[config.mk]
export PLATFORM = sky130hd
export DESIGN_NAME = axi_drain_gate
export DESIGN_NICKNAME = d
export VERILOG_FILES = /design/src/rtl/axi_drain_gate.sv
export SDC_FILE = /design/constraint.sdc
export NUM_CORES = 1
export LEC_CHECK = 0
export CAP_MARGIN = 40
export CORE_AREA = 2 2 128 130
export DETAILED_ROUTE_END_ITERATION = 12
export DIE_AREA = 0 0 130 132
export GPL_ROUTABILITY_DRIVEN = 0
export PLACE_DENSITY = 0.49
export SLEW_MARGIN = 20
export SYNTH_ARGS = -nofsm -noshare
export SYNTH_HDL_FRONTEND = slang
export SYNTH_SLANG_ARGS = --single-unit
[constraint.sdc]
create_clock -name clk_i -period 5 [get_ports clk_i]
set_input_delay 1 -clock clk_i [delete_from_list [all_inputs] [get_ports clk_i]]
set_output_delay 1 -clock clk_i [all_outputs]
set_load 0.01 [all_outputs]
[src/rtl/axi_drain_gate.sv]
// AXI drain gate: counts outstanding writes/reads and gates new AW/AR so traffic can be drained.
// Optional macro AXI_DRAIN_GATE_CNT_OUT_EN exports the outstanding counters on wr_cnt_o/rd_cnt_o.

package axi_drain_gate_pkg;

    typedef struct packed {
        logic [3:0]  id;
        logic [31:0] addr;
    } ax_chan_t;

    typedef struct packed {
        logic [31:0] data;
        logic        last;
    } w_chan_t;

    typedef struct packed {
        logic [3:0] id;
        logic [1:0] resp;
    } b_chan_t;

    typedef struct packed {
        logic [3:0]  id;
        logic [31:0] data;
        logic [1:0]  resp;
        logic        last;
    } r_chan_t;

    typedef struct packed {
        ax_chan_t aw;
        logic     aw_valid;
        w_chan_t  w;
        logic     w_valid;
        logic     b_ready;
        ax_chan_t ar;
        logic     ar_valid;
        logic     r_ready;
    } axi_req_t;

    typedef struct packed {
        logic    aw_ready;
        logic    ar_ready;
        logic    w_ready;
        b_chan_t b;
        logic    b_valid;
        r_chan_t r;
        logic    r_valid;
    } axi_resp_t;

endpackage

module axi_drain_gate #(
    parameter int unsigned MaxTxns = 32'd8,
    parameter type axi_req_t  = axi_drain_gate_pkg::axi_req_t,
    parameter type axi_resp_t = axi_drain_gate_pkg::axi_resp_t,
    localparam int unsigned CntW = $clog2(MaxTxns + 32'd1)
) (
    input  logic            clk_i,
    input  logic            rst_ni,
    input  logic            drain_i,
    output logic            drained_o,
    input  axi_req_t        slv_req_i,
    output axi_resp_t       slv_resp_o,
    output axi_req_t        mst_req_o,
    input  axi_resp_t       mst_resp_i,
    output logic [CntW-1:0] wr_cnt_o,
    output logic [CntW-1:0] rd_cnt_o
);

    typedef enum logic [1:0] {
        ST_NORMAL   = 2'd0,
        ST_DRAINING = 2'd1,
        ST_DRAINED  = 2'd2
    } state_e;

    localparam logic [CntW-1:0] MaxCnt = CntW'(MaxTxns);

    state_e          state_r, state_s;
    logic [CntW-1:0] wr_cnt_r, wr_cnt_s;
    logic [CntW-1:0] rd_cnt_r, rd_cnt_s;
    logic            aw_pend_r, aw_pend_s;
    logic            ar_pend_r, ar_pend_s;
    logic            drained_r;
    logic            aw_open_s, ar_open_s;
    logic            aw_hs_s, ar_hs_s, b_hs_s, r_last_hs_s;

    // Saturating up/down counter step; simultaneous inc and dec cancel out.
    function automatic logic [CntW-1:0] cnt_update(input logic [CntW-1:0] cnt,
                                                   input logic inc, input logic dec);
        logic [CntW-1:0] res;
        if (inc && !dec) begin
            res = cnt + CntW'(1'b1);
        end else if (dec && !inc && (cnt != '0)) begin
            res = cnt - CntW'(1'b1);
        end else begin
            res = cnt;
        end
        return res;
    endfunction

    // Gate open decision from registered state; a pending request stays open to keep valid stable.
    always_comb begin
        aw_open_s = aw_pend_r || ((wr_cnt_r != MaxCnt) && (state_r == ST_NORMAL));
        ar_open_s = ar_pend_r || ((rd_cnt_r != MaxCnt) && (state_r == ST_NORMAL));
    end

    // Pass-through of all channels with only the AW/AR valid/ready pairs gated.
    always_comb begin
        mst_req_o           = slv_req_i;
        slv_resp_o          = mst_resp_i;
        mst_req_o.aw_valid  = slv_req_i.aw_valid & aw_open_s;
        mst_req_o.ar_valid  = slv_req_i.ar_valid & ar_open_s;
        slv_resp_o.aw_ready = mst_resp_i.aw_ready & aw_open_s;
        slv_resp_o.ar_ready = mst_resp_i.ar_ready & ar_open_s;
    end

    // Handshake detection, counter and pending-flag next values.
    always_comb begin
        aw_hs_s     = slv_req_i.aw_valid & aw_open_s & mst_resp_i.aw_ready;
        ar_hs_s     = slv_req_i.ar_valid & ar_open_s & mst_resp_i.ar_ready;
        b_hs_s      = mst_resp_i.b_valid & slv_req_i.b_ready;
        r_last_hs_s = mst_resp_i.r_valid & slv_req_i.r_ready & mst_resp_i.r.last;
        wr_cnt_s    = cnt_update(wr_cnt_r, aw_hs_s, b_hs_s);
        rd_cnt_s    = cnt_update(rd_cnt_r, ar_hs_s, r_last_hs_s);
        if (aw_hs_s) begin
            aw_pend_s = 1'b0;
        end else if (slv_req_i.aw_valid && aw_open_s) begin
            aw_pend_s = 1'b1;
        end else begin
            aw_pend_s = aw_pend_r;
        end
        if (ar_hs_s) begin
            ar_pend_s = 1'b0;
        end else if (slv_req_i.ar_valid && ar_open_s) begin
            ar_pend_s = 1'b1;
        end else begin
            ar_pend_s = ar_pend_r;
        end
    end

    // Drain state machine next-state logic.
    always_comb begin
        state_s = state_r;
        case (state_r)
            ST_NORMAL: begin
                if (drain_i) begin
                    state_s = ST_DRAINING;
                end else begin
                    state_s = ST_NORMAL;
                end
            end
            ST_DRAINING: begin
                if (!drain_i) begin
                    state_s = ST_NORMAL;
                end else if ((wr_cnt_r == '0) && (rd_cnt_r == '0) && !aw_pend_r && !ar_pend_r
                             && !aw_hs_s && !ar_hs_s) begin
                    state_s = ST_DRAINED;
                end else begin
                    state_s = ST_DRAINING;
                end
            end
            ST_DRAINED: begin
                if (!drain_i) begin
                    state_s = ST_NORMAL;
                end else begin
                    state_s = ST_DRAINED;
                end
            end
            default: state_s = ST_NORMAL;
        endcase
    end

    // State, counters, pending flags and drained flag registers.
    always_ff @(posedge clk_i) begin
        if (!rst_ni) begin
            state_r   <= ST_NORMAL;
            wr_cnt_r  <= '0;
            rd_cnt_r  <= '0;
            aw_pend_r <= 1'b0;
            ar_pend_r <= 1'b0;
            drained_r <= 1'b0;
        end else begin
            state_r   <= state_s;
            wr_cnt_r  <= wr_cnt_s;
            rd_cnt_r  <= rd_cnt_s;
            aw_pend_r <= aw_pend_s;
            ar_pend_r <= ar_pend_s;
            drained_r <= (state_s == ST_DRAINED);
        end
    end

    assign drained_o = drained_r;

`ifdef AXI_DRAIN_GATE_CNT_OUT_EN
    assign wr_cnt_o = wr_cnt_r;
    assign rd_cnt_o = rd_cnt_r;
`else
    assign wr_cnt_o = '0;
    assign rd_cnt_o = '0;
`endif

endmodule

==> run metrics <==
Slew HR=0.6496; Seq/Total Area, Yosys=0.1218; TritonCTS clock tree=built; Comb pwr share=0.362; setup TNS=0 ns; r2r endpoint=wr_cnt_r[3]$_SDFFE_PN0P_; Die X=130 um; vias in the first global route=between 900 and 1,000; skew final=between 0.004 and 0.005 ns; Critical Path End=wr_cnt_r[3]$_SDFFE_PN0P_; R2R setup slack=around 2.4 ns; Port Buffers=21; Clock Sinks=13; synth top area cells=buf_4, dfxtp_1, nand2_1; share of cells above drive strength 1=0.08271; antenna violations before repair=0; leakage=~0.50 nW; Crit Path Max Fanout=5; crit path capture type=flop; CTS Buffer Depth=2; Synth Instances=roughly 270; first-pass GRT wire length=7238 um; Synth area leader=buf_4; worst hold path class=reg2reg; Crit path arrival time=between 3 and 4 ns; setup violators final=0; Row Count=46; remaining antenna violation count=0; Crit Path Class=in2reg; Synth top area share=0.5761; Post-Place Cells=between 300 and 400; Core ar.=approximately 16,000 um^2; max cap viols=0; Hold Vio Cnt, Final=0; reg-to-reg startpoint=state_r[0]$_SDFF_PN0_; Internal Pwr Total=around 0.00031 W; met1 wire length=1258 um; total CTS buffers=3; top sig layer=met4; Post-synth ARST share=0; RSZ-0062 raised after global routing=false; Mapped Avg Cell Area=approximately 8 um^2; H-tree depth=1; DRC errors left=0; synthesis-to-finish area growth=-30.39%; I/O pins=about 330; hold_sp=wr_cnt_r[2]$_SDFFE_PN0P_; gr usage total=0.05900; WHS=roughly 0.54 ns; met2 WL=2963 um; Synth cell types=39; vias per std cell=slightly below 3; Clk network pwr share=0.320; worst vdd ir=between 0.00009 and 0.0001 V; Max Clock Freq=around 0.29 GHz; reg2reg path depth=8; Synthesis Warnings=0; slew of the pin with the lowest slew margin=between 0.5 and 0.6 ns; die area=roughly 17,000 um^2; minimum clock period=~3.5 ns; Post-Route WL=roughly 5500 um; startpoint types=primary input; met3 routed WL=between 1000 and 1500 um; per-cell routed wire length=roughly 16 um; power per cell area=roughly 320 nW/um^2; Post-synth EDFFs=0; clock latency on the worst-skew pair=about 0.24 ns; # resized after CTS=0; fin nets=just over 300; switching share of power=0.3393; cts hold-fix bufs=0; outcome=finished, final reports clean; DRT Pass-1 Iters=5; Cell Area, Synth=around 2100 um^2; crit path from=mst_resp_i[40]; gr ovfl total=0; Most used DFF post-synth=dfxtp_1; Starting Density=0.1360; Seq cells post-synth=13; largest net degree at the start of global routing=17; DP HPWL=roughly 4900 um; CTS clk-pin slew, worst paths=roughly 0.05 ns; postcts setup bufs=0; CTS Root Cell=clkbuf_16; Cell Count, Final, Fillers Out=about 350; Critical Path RT=~5.2 ns; DIE HEIGHT=132 um; fin crit share=0.6919; Util after Layout=0.09468; routed via count=~1,000; ant diodes=0; Reg power frac=0.318; initial DRC count=25; Max Slew Vio Count=0; Switch Pwr=0.0001601 W
-- layout by cell type, fill, tap and decap left out, types with 2 or more instances in the layout --
cell type,count
conb_1,8
nand2b_1,2
a21o_1,2
a211oi_1,7
a21oi_1,4
nor4_1,3
fa_1,2
clkbuf_16,3
nor3_1,4
dfxtp_1,13
mux2i_1,6
ha_1,4
nor2b_1,4
nand2_1,17
clkdlybuf4s50_1,21
xor2_1,2
nand3_1,4
nor2_1,5
-- worst max-delay path, stage by stage --
cell	delay, ns
clkdlybuf4s50_1	0.41
and2_1	0.23
nor3_1	0.40
nand2_1	0.19
ha_1	0.35
a21oi_1	0.18
nand2_1	0.11
or4b_4	0.49
a221oi_2	0.24
-- logic make-up (layout without fill, tap and decap cells) --
logic type,Yosys count,count (layout),synth area share
and+or+nand+nor,48,48,0.1206
adders and majority gates,6,6,0.04216
other,1,8,0.001755
buffers and inverters,166,26,0.5796
AOI/OAI and AO/OA,24,24,0.09777
DFF,13,13,0.1218
xor gates and xnor gates,2,2,0.008198
muxes,6,6,0.02810
-- per-stage QoR --
step	total power, W	setup slack, ns	cell area (um^2)
3_3_place_gp	0.0003183	1.420	1409
3_5_place_dp	0.0003236	1.290	1409
4_1_cts	0.0004768	1.527	1488
5_1_grt	0.0005094	1.388	1488
2_1_floorplan	0.0003999	1.979	2163
6_report	0.0004717	1.541	1488
-- Yosys cell counts (all sizes together), types with 2 or more instances --
cell type,instances
a21oi,4
nor2,6
nand3,4
xor2,2
nand2,18
a221oi,2
dfxtp,13
fa,2
a211oi,7
nand2b,2
ha,4
buf,164
nor2b,4
a21o,2
nor3,4
mux2i,6
o2bb2ai,2
nor4,4
-- cell type report --
cell class	instances	area, um^2
flip-flops and latches	13	260.3
well taps	216	270.3
clock buffers	4	78.83
multi-input cells	94	664.4
inverters	1	3.754
repair buffers	21	210.2
fillers	1817	14220
-- sequential cells by signal, indices dropped and copies added (netlist names) --
signal     count
rd_cnt_r       4
drained_o      1
aw_pend_r      1
ar_pend_r      1
state_r        2
wr_cnt_r       4
-- power groups by stage --
| stage | sequential (W) | clock, W | combinational, W |
|---|---|---|---|
| after floorplan | 0.000144 | 0 | 0.000256 |
| after global placement | 0.000151 | 0 | 0.000167 |
| after detailed placement | 0.000152 | 0 | 0.000172 |
| after CTS | 0.000150 | 0.000154 | 0.000173 |
| after global routing | 0.000153 | 0.000162 | 0.000194 |
| final | 0.000150 | 0.000151 | 0.000171 |
-- worst min-delay path by stage --
stage | end | cells after the start
floorplan | rd_cnt_r[2]$_SDFFE_PN0P_ | 2
global placement | rd_cnt_r[2]$_SDFFE_PN0P_ | 2
detailed placement | rd_cnt_r[2]$_SDFFE_PN0P_ | 2
CTS | wr_cnt_r[2]$_SDFFE_PN0P_ | 2
global route | wr_cnt_r[2]$_SDFFE_PN0P_ | 2
finish | wr_cnt_r[2]$_SDFFE_PN0P_ | 2
-- layer usage --
layer	track usage	up-vias
met4	0.03883	0
met1	0.03600	460
met3	0.05154	32
li1	-	441
met2	0.1073	106
met5	0	-
(Power assumes the default switching activity.)
